--- config.mk ---
export PLATFORM = sky130hd
export DESIGN_NAME = move_link_ctrl
export DESIGN_NICKNAME = d
export VERILOG_FILES = /design/src/rtl/link_pkg.sv /design/src/rtl/link_timer.sv /design/src/rtl/move_link_ctrl.sv
export SDC_FILE = /design/constraint.sdc
export NUM_CORES = 1
export LEC_CHECK = 0
export BUFFER_PORTS_ARGS = -buffer_cell sky130_fd_sc_hd__buf_4
export CAP_MARGIN = 25
export CORE_ASPECT_RATIO = 1.25
export CORE_MARGIN = 2
export CORE_UTILIZATION = 40
export CTS_BUF_LIST = sky130_fd_sc_hd__clkbuf_2 sky130_fd_sc_hd__clkbuf_4 sky130_fd_sc_hd__clkbuf_8
export DETAILED_ROUTE_END_ITERATION = 8
export SLEW_MARGIN = 20
export SYNTH_ARGS = -nofsm -noshare
export SYNTH_HDL_FRONTEND = slang
export SYNTH_SLANG_ARGS = --single-unit
--- constraint.sdc ---
create_clock -name clk_in -period 2.1 [get_ports clk_in]
set_input_delay 0 -clock clk_in [delete_from_list [all_inputs] [get_ports clk_in]]
set_output_delay 0 -clock clk_in [all_outputs]
set_load 0.05 [all_outputs]
--- src/rtl/link_pkg.sv ---
// Shared definitions for the inter-board move link: FSM state encoding and the
// reserved ACK code, so the game FSM and the bench agree on the same value.
package link_pkg;

  typedef enum logic [2:0] {
    StIdle,
    StSendMove,
    StWaitTx,
    StWaitAck,
    StSendAck,
    StAckGap,
    StError
  } link_state_t;

  localparam logic [7:0] ACK_BYTE_DEFAULT = 8'hFF;

endpackage

--- src/rtl/link_timer.sv ---
// Loadable down-counter shared by the frame gap and the ACK wait.
// expired marks the final cycle before the count reaches 0.
module link_timer #(
  parameter int unsigned Width = 8
) (
  input  logic             clk_in,
  input  logic             rst_in,
  input  logic             load,
  input  logic [Width-1:0] load_val,
  output logic             expired
);

  logic [Width-1:0] count_q, count_d;

  always_comb begin
    count_d = count_q;
    if (load) begin
      count_d = load_val;
    end else if (count_q != '0) begin
      count_d = count_q - Width'(1);
    end
  end

  always_ff @(posedge clk_in or posedge rst_in) begin
    if (rst_in) begin
      count_q <= '0;
    end else begin
      count_q <= count_d;
    end
  end

  // A load of N therefore expires exactly N cycles after the load cycle.
  assign expired = (count_q == Width'(1));

endmodule

--- src/rtl/move_link_ctrl.sv ---
// Reliable-delivery controller between the game FSM and the UART pair: sends
// local moves with retransmission, ACKs peer moves and forwards each once.
module move_link_ctrl
  import link_pkg::*;
#(
  parameter int unsigned        PKT_LEN     = 8,
  parameter int unsigned        FRAME_CLKS  = 67_710,
  parameter int unsigned        ACK_TIMEOUT = 65_000_000,
  parameter int unsigned        MAX_RETRIES = 3,
  parameter logic [PKT_LEN-1:0] ACK_BYTE    = PKT_LEN'(ACK_BYTE_DEFAULT)
) (
  input  logic               clk_in,
  input  logic               rst_in,
  input  logic               move_valid,
  input  logic [PKT_LEN-1:0] move_in,
  input  logic               rx_ready,
  input  logic [PKT_LEN-1:0] rx_data,
  output logic               tx_trigger,
  output logic [PKT_LEN-1:0] tx_data,
  output logic               peer_move_valid,
  output logic [PKT_LEN-1:0] peer_move,
  output logic               link_busy,
  output logic               link_error
);

  localparam int unsigned TimerW = $clog2(ACK_TIMEOUT + 1);
  localparam int unsigned RetryW = (MAX_RETRIES > 0) ? $clog2(MAX_RETRIES + 1) : 1;

  link_state_t        state_q, state_d;
  logic [PKT_LEN-1:0] tx_data_q, tx_data_d;
  logic [PKT_LEN-1:0] peer_move_q, peer_move_d;
  logic [PKT_LEN-1:0] pend_q, pend_d;
  logic               pend_full_q, pend_full_d;
  logic [RetryW-1:0]  retry_q, retry_d;
  logic               expect_q, expect_d;
  logic               tmr_load;
  logic [TimerW-1:0]  tmr_val;
  logic               tmr_expired;

  link_timer #(
    .Width(TimerW)
  ) u_timer (
    .clk_in  (clk_in),
    .rst_in  (rst_in),
    .load    (tmr_load),
    .load_val(tmr_val),
    .expired (tmr_expired)
  );

  always_comb begin
    state_d     = state_q;
    tx_data_d   = tx_data_q;
    peer_move_d = peer_move_q;
    pend_d      = pend_q;
    pend_full_d = pend_full_q;
    retry_d     = retry_q;
    expect_d    = expect_q;
    tmr_load    = 1'b0;
    tmr_val     = '0;

    unique case (state_q)
      StIdle: begin
        // A peer byte wins over a local move; the move waits in the slot.
        if (rx_ready && rx_data != ACK_BYTE) begin
          state_d   = StSendAck;
          tx_data_d = ACK_BYTE;
          if (expect_q) peer_move_d = rx_data;
          if (move_valid && !pend_full_q) begin
            pend_d      = move_in;
            pend_full_d = 1'b1;
          end
        end else if (pend_full_q) begin
          state_d     = StSendMove;
          tx_data_d   = pend_q;
          retry_d     = '0;
          pend_full_d = move_valid;
          if (move_valid) pend_d = move_in;
        end else if (move_valid) begin
          state_d   = StSendMove;
          tx_data_d = move_in;
          retry_d   = '0;
        end
      end
      StSendMove: begin
        tmr_load = 1'b1;
        tmr_val  = TimerW'(FRAME_CLKS);
        state_d  = StWaitTx;
      end
      StWaitTx: begin
        if (tmr_expired) begin
          tmr_load = 1'b1;
          tmr_val  = TimerW'(ACK_TIMEOUT);
          state_d  = StWaitAck;
        end
      end
      StWaitAck: begin
        if (rx_ready && rx_data == ACK_BYTE) begin
          expect_d = 1'b1;
          state_d  = StIdle;
        end else if (tmr_expired) begin
          if (retry_q < RetryW'(MAX_RETRIES)) begin
            retry_d = retry_q + RetryW'(1);
            state_d = StSendMove;
          end else begin
            state_d = StError;
          end
        end
      end
      StSendAck: begin
        tmr_load = 1'b1;
        tmr_val  = TimerW'(FRAME_CLKS);
        expect_d = 1'b0;
        state_d  = StAckGap;
      end
      StAckGap: begin
        if (tmr_expired) state_d = StIdle;
      end
      StError: begin
        if (move_valid) begin
          state_d   = StSendMove;
          tx_data_d = move_in;
          retry_d   = '0;
        end
      end
      default: state_d = StIdle;
    endcase

    if (move_valid && !pend_full_q && state_q != StIdle && state_q != StError) begin
      pend_d      = move_in;
      pend_full_d = 1'b1;
    end
  end

  always_ff @(posedge clk_in or posedge rst_in) begin
    if (rst_in) begin
      state_q     <= StIdle;
      tx_data_q   <= '0;
      peer_move_q <= '0;
      pend_q      <= '0;
      pend_full_q <= 1'b0;
      retry_q     <= '0;
      expect_q    <= 1'b1;
    end else begin
      state_q     <= state_d;
      tx_data_q   <= tx_data_d;
      peer_move_q <= peer_move_d;
      pend_q      <= pend_d;
      pend_full_q <= pend_full_d;
      retry_q     <= retry_d;
      expect_q    <= expect_d;
    end
  end

  assign tx_trigger      = (state_q == StSendMove) || (state_q == StSendAck);
  assign tx_data         = tx_data_q;
  assign peer_move_valid = (state_q == StSendAck) && expect_q;
  assign peer_move       = peer_move_q;
  assign link_busy       = (state_q != StIdle) && (state_q != StError);
  assign link_error      = (state_q == StError);

endmodule

==> results.md <==
Cells and area:
- The number of antenna diodes in the final layout is 0.
- The final-layout fill cell count is 720.
- For this run, the post-layout net count is 420.
- The area growth from synthesis to layout is 30.3%.
- The share of layout cells above drive strength 1 is 0.328.
- In the layout the commonest cells are buf_4 (68), dfrtp_1 (55), a21oi_1 (23).
- The library cell used most frequently in the layout, excluding fill and tap cells, is buf_4.

Placed design:
- The HPWL reported at the end of detailed placement is 5500 um.
- At the end of routability-driven placement, the weighted congestion stood at 0.885.
- The count of port buffers added during placement is 39.
- Timing analysis after detailed placement gives a worst setup slack of 0.0781 ns.

Clock tree:
- The clock passes through at most 2 buffers.
- The H-tree was split into 3 levels.
- The CTS root buffer is clkbuf_8.
- TritonCTS built the clock tree.
- After clock tree synthesis, the clock-pin slew on the worst setup and hold paths is 0.07 ns.
- The total clock sinks is 57.
- The TritonCTS buffer count is 9.
- The later pin in the worst-skew pair is clocked with a latency of 0.34 ns.

STA:
- In the final timing run, aggregate negative setup slack is 0 ns.
- The worst setup slack after layout is 0.0813 ns.
- The final-report max-slew violation count came to 0.
- The clock period minus final worst setup slack is 2.02 ns.
- The highest clock rate is 495 MHz.
- Setup repair after global routing left no endpoint under its margin.
- In this run the tightest slew margin relative to its limit is 0.413.
- Across all hold checks on the routed design, the worst slack comes to 0.124 ns.
- The number of endpoints with negative hold slack in the final report is 0.
- The fraction of the cycle the final worst path needs is 0.961.
- Clock skew on the completed layout was measured at 0.0105 ns.
- The number of failing setup endpoints in the final timing report is 0.
- At the pin with the least slew margin, the transition time is 0.880 ns.

Global routing:
- For this run, the total global-route usage over all layers was measured as 0.190.
- The wire length of the first global-routing pass is 13300 um.
- The initial antenna violation count is 0.
- Entering global routing, the biggest net connects 42 pins.
- The overflow left after global routing is 0.
- The number of global-route vias before repair is 2717.

Setup path:
- In this run the worst path has a maximum fanout of 8.
- The required time of the critical path is 2.33 ns.
- The setup path with the least slack is of type in2reg.
- STA classifies the critical path endpoint as a register.
- The reg-to-reg setup timing slack is 0.12 ns.
- The critical path arrival is 2.24 ns.
- STA classifies the critical path startpoint as an input port.

Routing:
- After detailed routing, the average wire length per cell comes to 15.4 um.
- The DRC violation count after routing is 0.
- For this block, the via count after detailed routing is 2694.
- The number of detailed-routing iterations run before antenna repair is 4.
- The total wirelength of the detailed-routed design is 7670 um.
- The number of nets with antenna violations after routing is 0.
- The DRC violation total after the first TritonRoute iteration is 155.
- The via density per instance is 5.42.

Floorplanning:
- The effective utilization at floorplan is 0.409.
- The area of the core is 7790 um^2.
- The die is 104 um tall.
- The die is 83.9 um wide.
- The initialized floorplan defines 36 standard-cell rows.
- The die area is 8710 um^2.
- 40 I/O pins were placed.

Yosys:
- The number of enable-type register cells in the synthesized netlist is 0.
- The post-synthesis cell count is 315.
- The total standard cell area after synthesis is 3190 um^2.
- The number of distinct library cells after synthesis is 62.
- Of the synthesized area, sequential elements account for 0.447.
- The fraction of registers with async set/reset is 1.00.
- The register bit total from synthesis is 57.
- The number of nets handed over by synthesis was 338.
- The predominant post-synthesis flop cell is dfrtp_1.
- The number of warnings issued by yosys is 0.
- Each instance of the synthesized netlist takes up on average 10.1 um^2.

Power and ir drop:
- Across the VDD grid, the largest voltage drop is 1.04 mV.
- The leakage power is 1.83 nW.
- The power consumption is 5.09 mW.
- The cell area power density is 1220 nW/um^2.

Outcome:
- The flow ran to the end, and the final reports show no timing, DRC or antenna violations.

Flow run:
- The number of violations of the max-capacitance limit is 0.

Hold path:
- The min-delay analysis places its worst path in the category in2reg.
report_power, final:
| group | switching (mW) | internal, mW |
|---|---|---|
| Combinational | 1.40 | 0.877 |
| Sequential | 0.226 | 1.42 |
| Clock | 0.488 | 0.677 |
flip-flops by register name (all words and copies together) (netlist names):
signal / cells
pend_q: 8
pend_full_q: 1
tx_data: 8
retry_q: 2
u_timer.count_q: 26
peer_move: 8
state_q: 3
expect_q: 1
cells by family (layout without fill, tap and decap cells):
| family | after synthesis | in the layout | synth area share |
|---|---|---|---|
| AND/OR/NAND/NOR | 109 | 109 | 0.213 |
| AO/OA/AOI/OAI | 83 | 83 | 0.170 |
| flip-flops | 57 | 57 | 0.447 |
| buffers and inverters | 23 | 110 | 0.0318 |
| multiplexers | 22 | 22 | 0.0765 |
| XOR/XNOR | 18 | 18 | 0.0494 |
| adder cells (fa/ha/maj) | 3 | 3 | 0.0118 |
worst paths after layout:
path | to | start | depth (start not counted)
max in group asynchronous | retry_q[1]$_DFFE_PP0P_ | rst_in | 4
worst min register to register | tx_data[2]$_DFFE_PP0N_ | tx_data[2]$_DFFE_PP0N_ | 2
worst max-delay path | pend_q[5]$_DFFE_PP0P_ | rx_data[2] | 7
worst min-delay path | state_q[1]$_DFFE_PP0P_ | move_valid | 3
min in group asynchronous | peer_move[3]$_DFFE_PP0P_ | rst_in | 3
worst max register to register | u_timer.count_q[18]$_DFFE_PP0P_ | u_timer.count_q[5]$_DFFE_PP0P_ | 7
timing repair:
action                                  in CTS  in global routing
hold endpoints to repair                    54                  0
gates resized for setup                      0                  3
endpoints found under the setup margin       0                 13
hold buffers                                17                  0
setup buffers                                0                  1
critical path, stage by stage:
cell and delay, ns:
dlygate4sd3_1 0.55, buf_4 0.12, and4_1 0.24, a21bo_2 0.22, mux2_2 0.36, o21ai_2 0.37
mux2_2 0.38
per-stage QoR:
stage / area, um^2 / utilization / std cells
4_1_cts: 4140 / 0.531 / 496
2_1_floorplan: 3190 / - / 315
3_5_place_dp: 3750 / 0.481 / 463
5_1_grt: 4160 / 0.534 / 497
3_3_place_gp: 3750 / 0.481 / 463
6_report: 4160 / 0.534 / 497
synthesized netlist by cell type, types with 9 or more instances:
library cell	instances	area, um^2
nand3_1	9	45.0
a21oi_1	23	115
xnor2_1	11	96.3
and3_1	11	68.8
nor2_1	17	63.8
o21ai_0	19	95.1
nor3_1	9	45.0
nand2_1	15	56.3
dfrtp_1	56	1400
mux2_2	19	214
metal layers:
layer  vias to the layer above  GRT usage  wire [um]
met5                         -          0          0
met4                         0     0.0645         76
met3                         6     0.0492        296
met2                        65      0.318       3820
met1                      1289      0.238       3480
li1                       1334          -          -
cell type report:
class | count | area (um^2) | share of cell area
flip-flops and latches | 57 | 1430 | 0.344
multi-input cells | 235 | 1670 | 0.401
inverters | 9 | 35.0 | 0.00843
clock buffers | 9 | 124 | 0.0298
well taps | 95 | 119 | 0.0286
clock inverters | 7 | 101 | 0.0244
repair buffers | 85 | 681 | 0.164
(Power assumes the default switching activity.)
